[config.mk]
export PLATFORM = sky130hd
export DESIGN_NAME = adder_accum
export DESIGN_NICKNAME = d
export VERILOG_FILES = /design/src/rtl/adder_accum.sv
export SDC_FILE = /design/constraint.sdc
export NUM_CORES = 1
export LEC_CHECK = 0
export BUFFER_PORTS_ARGS = -buffer_cell sky130_fd_sc_hd__buf_2
export CAP_MARGIN = 20
export CORE_MARGIN = 2
export CORE_UTILIZATION = 30
export DETAILED_ROUTE_END_ITERATION = 6
export GPL_TIMING_DRIVEN = 0
export REMOVE_ABC_BUFFERS = 1
export SYNTH_ARGS = -nofsm -noshare
export SYNTH_HDL_FRONTEND = slang
export SYNTH_SLANG_ARGS = --single-unit
export TNS_END_PERCENT = 30
[constraint.sdc]
create_clock -name clk -period 1.9 [get_ports clk]
set_input_delay 0.095 -clock clk [delete_from_list [all_inputs] [get_ports clk]]
set_output_delay 0.095 -clock clk [all_outputs]
set_load 0.01 [all_outputs]
[src/rtl/adder_accum.sv]
// adder_accum: sums NUM adder results {cout,s} per burst, then holds the total.
// Optional: define ADDER_ACCUM_SATURATE_EN to clamp on overflow instead of wrapping.
//
// Ports:
//   clk, rst        clock, async active-high reset
//   clr             synchronous burst abort
//   in_valid/ready  sample handshake; in_s + in_cout form the sample
//   out_valid/ready result handshake
//   out_acc/out_ovf live accumulator and sticky overflow flag
//   busy            state is not IDLE

module adder_accum #(
  parameter int DATA_W = 4,
  parameter int ACC_W  = 10,
  parameter int NUM    = 4
) (
  input  logic              clk,
  input  logic              rst,
  input  logic              clr,
  input  logic              in_valid,
  output logic              in_ready,
  input  logic [DATA_W-1:0] in_s,
  input  logic              in_cout,
  output logic              out_valid,
  input  logic              out_ready,
  output logic [ACC_W-1:0]  out_acc,
  output logic              out_ovf,
  output logic              busy
);

  localparam logic [1:0] S_IDLE  = 2'd0;
  localparam logic [1:0] S_ACCUM = 2'd1;
  localparam logic [1:0] S_HOLD  = 2'd2;

  localparam logic [7:0] NUM_C = 8'(NUM);

  logic [1:0]       r_state;
  logic [ACC_W-1:0] r_acc;
  logic [7:0]       r_cnt;
  logic             r_ovf;

  logic [ACC_W:0]   w_val;
  logic [ACC_W:0]   w_sum;
  logic [ACC_W-1:0] w_acc_nxt;
  logic [7:0]       w_cnt_nxt;

  // Zero-extended sample, one spare bit to catch the carry out of ACC_W.
  assign w_val     = {{(ACC_W-DATA_W){1'b0}}, in_cout, in_s};
  assign w_sum     = {1'b0, r_acc} + w_val;
  assign w_cnt_nxt = r_cnt + 8'd1;

  always_comb begin
    w_acc_nxt = w_sum[ACC_W-1:0];
`ifdef ADDER_ACCUM_SATURATE_EN
    // Once clamped, any further nonzero add overflows again,
    // so the all-ones value sticks for the rest of the burst.
    if (w_sum[ACC_W]) begin
      w_acc_nxt = '1;
    end
`endif
  end

  // Handshake outputs decode registered state only.
  assign in_ready  = (r_state != S_HOLD);
  assign out_valid = (r_state == S_HOLD);
  assign busy      = (r_state != S_IDLE);
  assign out_acc   = r_acc;
  assign out_ovf   = r_ovf;

  always_ff @(posedge clk or posedge rst) begin
    if (rst) begin
      r_state <= S_IDLE;
      r_acc   <= '0;
      r_cnt   <= '0;
      r_ovf   <= 1'b0;
    end else if (clr) begin
      r_state <= S_IDLE;
      r_acc   <= '0;
      r_cnt   <= '0;
      r_ovf   <= 1'b0;
    end else begin
      unique case (1'b1)
        (r_state == S_IDLE): begin
          if (in_valid) begin
            r_acc   <= w_val[ACC_W-1:0];
            r_cnt   <= 8'd1;
            r_ovf   <= 1'b0;
            r_state <= S_ACCUM;
          end
        end
        (r_state == S_ACCUM): begin
          if (in_valid) begin
            r_acc <= w_acc_nxt;
            r_cnt <= w_cnt_nxt;
            r_ovf <= r_ovf | w_sum[ACC_W];
            if (w_cnt_nxt == NUM_C) begin
              r_state <= S_HOLD;
            end
          end
        end
        (r_state == S_HOLD): begin
          if (out_ready) begin
            r_state <= S_IDLE;
          end
        end
        default: begin
          r_state <= S_IDLE;
        end
      endcase
    end
  end

endmodule

# [After elaboration in Yosys (flattened, before gate mapping)]
# Cells that the tools add are included.
[word_totals] word_cells=38 reg_bits=21 input_bits=10
[classes] n_eq_ne=8 bitwise_logic=1 n_addsub=2 muxes=18 reduce_logical=5
[op_table] cell="$mux W10" count=3
[op_table] cell="$mux W8" count=3
[op_table] cell="$pmux W10 S2" count=1
[op_table] cell="$pmux W8 S2" count=1
[op_table] cell="$add A10 B5 Y11" count=1
[op_table] cell="$mux W2" count=5
[op_table] cell="$add A8 B1 Y8 const B" count=1
[op_table] cell="$eq A8 B3 Y1 const B" count=1
[op_table] cell="$ne A3 B2 Y1 const B" count=2
[op_table] cell="$ne A3 B3 Y1 const B" count=2
[op_table] cell="$pmux W2 S3" count=1
[op_table] cell="$reduce_and A4 Y1" count=1
[op_table] cell="$mux W1" count=3
[op_table] cell="$reduce_and A3 Y1" count=1
[op_table] cell="$reduce_bool A3 Y1" count=1
[op_table] cell="$eq A2 B1 Y1 const B" count=1
[op_table] cell="$eq A2 B2 Y1 const B" count=1
[op_table] cell="$logic_not A2 Y1" count=1
[op_table] cell="$ne A2 B2 Y1 const B" count=1
[op_table] cell="$pmux W1 S2" count=1
[op_table] cell="$reduce_bool A2 Y1" count=1
[op_table] cell="$or A1 B1 Y1" count=1

# [Logic depth before layout (Yosys ltp)]
[logic_depth] word_depth=6 depth_mapped=7

# [Least setup slack after synthesis]
# No wires, ideal clock.
[synth_path] kind="register -> register" startpoint="reg r_acc[0] (netlist: out_acc[0])" endpoint="reg r_ovf (netlist: out_ovf)" setup_ns=0.119 t_arrival_ns=1.819 slack_ns=-0.038 stages_incl_launch_ff=7 path_buffers=0 required_time_ns=1.781 cell_sequence="dfrtp_1 > ha_1 > fa_1 > a211o_1 > a21oi_1 > nor3_1 > o21a_1"
[synth_via] elab_chain_len=5
[synth_rtl] item="start: declaration" line="38" source="logic [ACC_W-1:0] r_acc;"
[synth_rtl] item="start signal: assignment" line="85" source="r_acc <= w_val[ACC_W-1:0];"
[synth_rtl] item="start signal: assignment" line="93" source="r_acc <= w_acc_nxt;"
[synth_rtl] item="$add A10 B5 Y11" line="49" source="assign w_sum = {1'b0, r_acc} + w_val;"
[synth_rtl] item="$or A1 B1 Y1" line="95" source="r_ovf <= r_ovf | w_sum[ACC_W];"
[synth_rtl] item="$mux W1" line="92" source="if (in_valid) begin"
[synth_rtl] item="$pmux W1 S2" line="82" source="unique case (1'b1)"
[synth_rtl] item="$mux W1" line="76" source="end else if (clr) begin"
[synth_rtl] item="end signal: assignment" line="95"
[synth_rtl] item="end: declaration" line="40" source="logic r_ovf;"
# Every way passes these cells. The select of a mux whose other input is x is not followed.
# A chain may end at the register's enable or synchronous reset.

# [Final worst setup path]
# Same ends and word-level chain as after synthesis.

==> results_dict.tcl <==
set metrics [dict create \
    gp_congestion 0.7372 \
    die_area_um2 5251 \
    synthArstFlopShare 1.000 \
    ant_nets 0 \
    io_pins 24 \
    netlist_area_um2 1406 \
    dp_hpwl_um 2238 \
    arrival_ns 1.99 \
    violations "negative hold slack" \
    yosysTopAreaCell "dfrtp_1" \
    fin_nets 194 \
    drv_slew 0 \
    avgSynthCellArea_um2 8.901 \
    finClkSkew_ns 0.004238 \
    grt_pass1_wl_um 5395 \
    crit_chain "ha_4, fa_2, a211o_1, a21oi_4, nor3_1, o21a_1" \
    ys.flop_type "dfrtp_1" \
    clk_pin_slew_worst_paths_ns 0.08 \
    synth_top_area_frac 0.3737 \
    synthCells 158 \
    grt_max_degree 22 \
    final_cell_area_um2 1612 \
    syn2layout_area_growth_pct 14.59 \
    grt_remaining_overflow 0 \
    die_y_um 72.47 \
    num_antenna_cells 0 \
    finalCriticalPeriod_ns 1.833 \
    max_stage_delay_ns 0.42 \
    fin_cells 227 \
    place_inst 223 \
    num_rows 24 \
    power_density_nw_per_um2 595.2 \
    finalCritPeriodShare 0.9649 \
    critPathKind "flop to flop" \
    worst_setup_path_end_kind "flop" \
    status "complete, but fails checks" \
    wl_per_cell_um 13.87 \
    vias_per_cell 5.322 \
    cp_top_family "compound AO/OA/AOI/OAI gates" \
    startpoint_type "flop" \
    synthTopCellsByArea "dfrtp_1 (37%), ha_1 (6.2%), o21ai_0 (5.3%), a21oi_1 (5.0%), nor2_1 (2.9%)" \
    start_util 0.3164 \
    hold_viol 21 \
    setup_viol 0 \
    grt.met3_usage 0.03056 \
    cpMaxStageDelayCell "dfrtp_1" \
    fin_util 0.3626 \
    max_freq_ghz 0.5454 \
    met2_usage 0.2029 \
    grt.busiest_layer "met2" \
    dr.pass1.iters 4 \
    die_w_um 72.47 \
    crit_required_ns 2.05 \
    cts_buffers 3 \
    cp_max_fo 5 \
    synth_cell_type_count 45 \
    peakVddDrop_uv 210.7 \
    cts_max_level 1 \
    yosysWarnings 0 \
    crit_buf_inv 0 \
    antenna_found_initial 0 \
    max_cap_violations 0 \
    final_cell_mix "buf_2 (23), dfrtp_1 (21), o21ai_0 (15)" \
    worst_pin_slew_ns 0.8391 \
    final_common_cell "buf_2" \
    portBuffers 23 \
    yosys_register_bits 21 \
    cts.sinks 21 \
    min_path_type "input pin to async pin" \
    clockBufferDepth 2 \
    insertion_delay_ns 0.26 \
    vias 1208 \
    cts-hold-fix-buffers 0 \
    fillerInstances 471 \
    post-cts-setup-buffer-count 0 \
    final_layout_size_suffix_gt1_frac 0.1829 \
    first_global_vias 1132 \
    drt_iter0_drc 63 \
    p_leak_nw 0.7267 \
    post-route-drc-count 0 \
    root_buffer "clkbuf_8" \
    synth_enable_flop_cells 0 \
    cts_tree "done" \
    grtUsageMet1 0.1790 \
    whs_ns -0.01107 \
    gr-usage-all-layers 0.1305 \
    ys_seq_area_frac 0.3737 \
    core_um2 4444 \
    totalWireLength_um 3149 \
    power_w 0.0009593 \
    rsz0062_at_grt "true" \
    placed_area_um2 1535 \
    worst_slew_margin_rel 0.4400 \
]
[through the flow]
step	setup TNS [ns]	worst slack, ns	hold WS (ns)
5_1_grt	-0.01308	-0.01308	0.06352
3_3_place_gp	-0.4040	-0.1610	0.3113
6_report	0	0.06661	-0.01107
2_1_floorplan	-0.04707	-0.04056	0.07153
4_1_cts	0	0.002681	0.02527
3_5_place_dp	-0.4007	-0.1591	0.3103
[registers in the layout (all words and copies together) (netlist names)]
name / flops
r_state: 2
out_ovf: 1
r_cnt: 8
out_acc: 10
[cell type report]
type | count | area, um2 | share of cell area
multi-input combinational | 122 | 842.1 | 0.5225
sequential | 21 | 525.5 | 0.3261
timing repair buffer | 23 | 115.1 | 0.07143
tap | 52 | 65.06 | 0.04037
clock buffer | 4 | 45.04 | 0.02795
inverter | 5 | 18.77 | 0.01165
[final timing paths]
| check | to | cells after the start | startpoint | slack, ns |
|---|---|---|---|---|
| min in group clk | r_state[1]$_DFFE_PP0P_ | 3 | out_ready | 0.19 |
| max reg2reg | out_ovf$_DFFE_PP0P_ | 6 | out_acc[0]$_DFFE_PP0P_ | 0.07 |
| max | out_ovf$_DFFE_PP0P_ | 6 | out_acc[0]$_DFFE_PP0P_ | 0.07 |
| min | r_cnt[7]$_DFFE_PP0P_ | 2 | rst | -0.01 |
| max in group asynchronous | out_acc[4]$_DFFE_PP0P_ | 2 | rst | 1.39 |
| min reg2reg | out_ovf$_DFFE_PP0P_ | 1 | out_ovf$_DFFE_PP0P_ | 0.49 |
[cell families after synthesis]
kind of cell	after synthesis	share of synthesized area
compound gates	54	0.2402
simple gates	52	0.2064
flops	21	0.3737
buf+inv	15	0.04982
fa+ha+maj	8	0.07651
xor+xnor	4	0.02492
mux	4	0.02847
[power breakdown]
| group | total, W | switching, W | leakage, nW | internal (W) |
|---|---|---|---|---|
| logic | 0.000182 | 0.000106 | 0.418 | 0.0000758 |
| registers | 0.000479 | 0.0000192 | 0.286 | 0.000460 |
| clock network | 0.000298 | 0.000149 | 0.0228 | 0.000149 |
[timing repair]
item	CTS	global route
endpoints found under the setup margin	3	3
pin swaps	0	2
gates resized for setup	3	3
cloned	0	0
[synthesized netlist by cell type, drive strengths merged (3+ instances only)]
cell type  count
a211oi         4
a21oi         14
buf            6
clkbuf         4
dfrtp         21
ha             7
inv            5
mux2i          4
nand2          9
nand3          6
nor2          12
nor2b          3
nor3           3
o21a           4
o21ai         15
o22ai          3
o31ai          3
[layer usage]
layer | up-vias | wire length, um | share of wire
li1 | 620 | - | -
met1 | 560 | 1599 | 0.51
met2 | 26 | 1389 | 0.44
met3 | 2 | 136 | 0.043
met4 | 0 | 24 | 0.0076
met5 | - | 0 | 0
No activity file was read; power rests on OpenSTA's default activity.
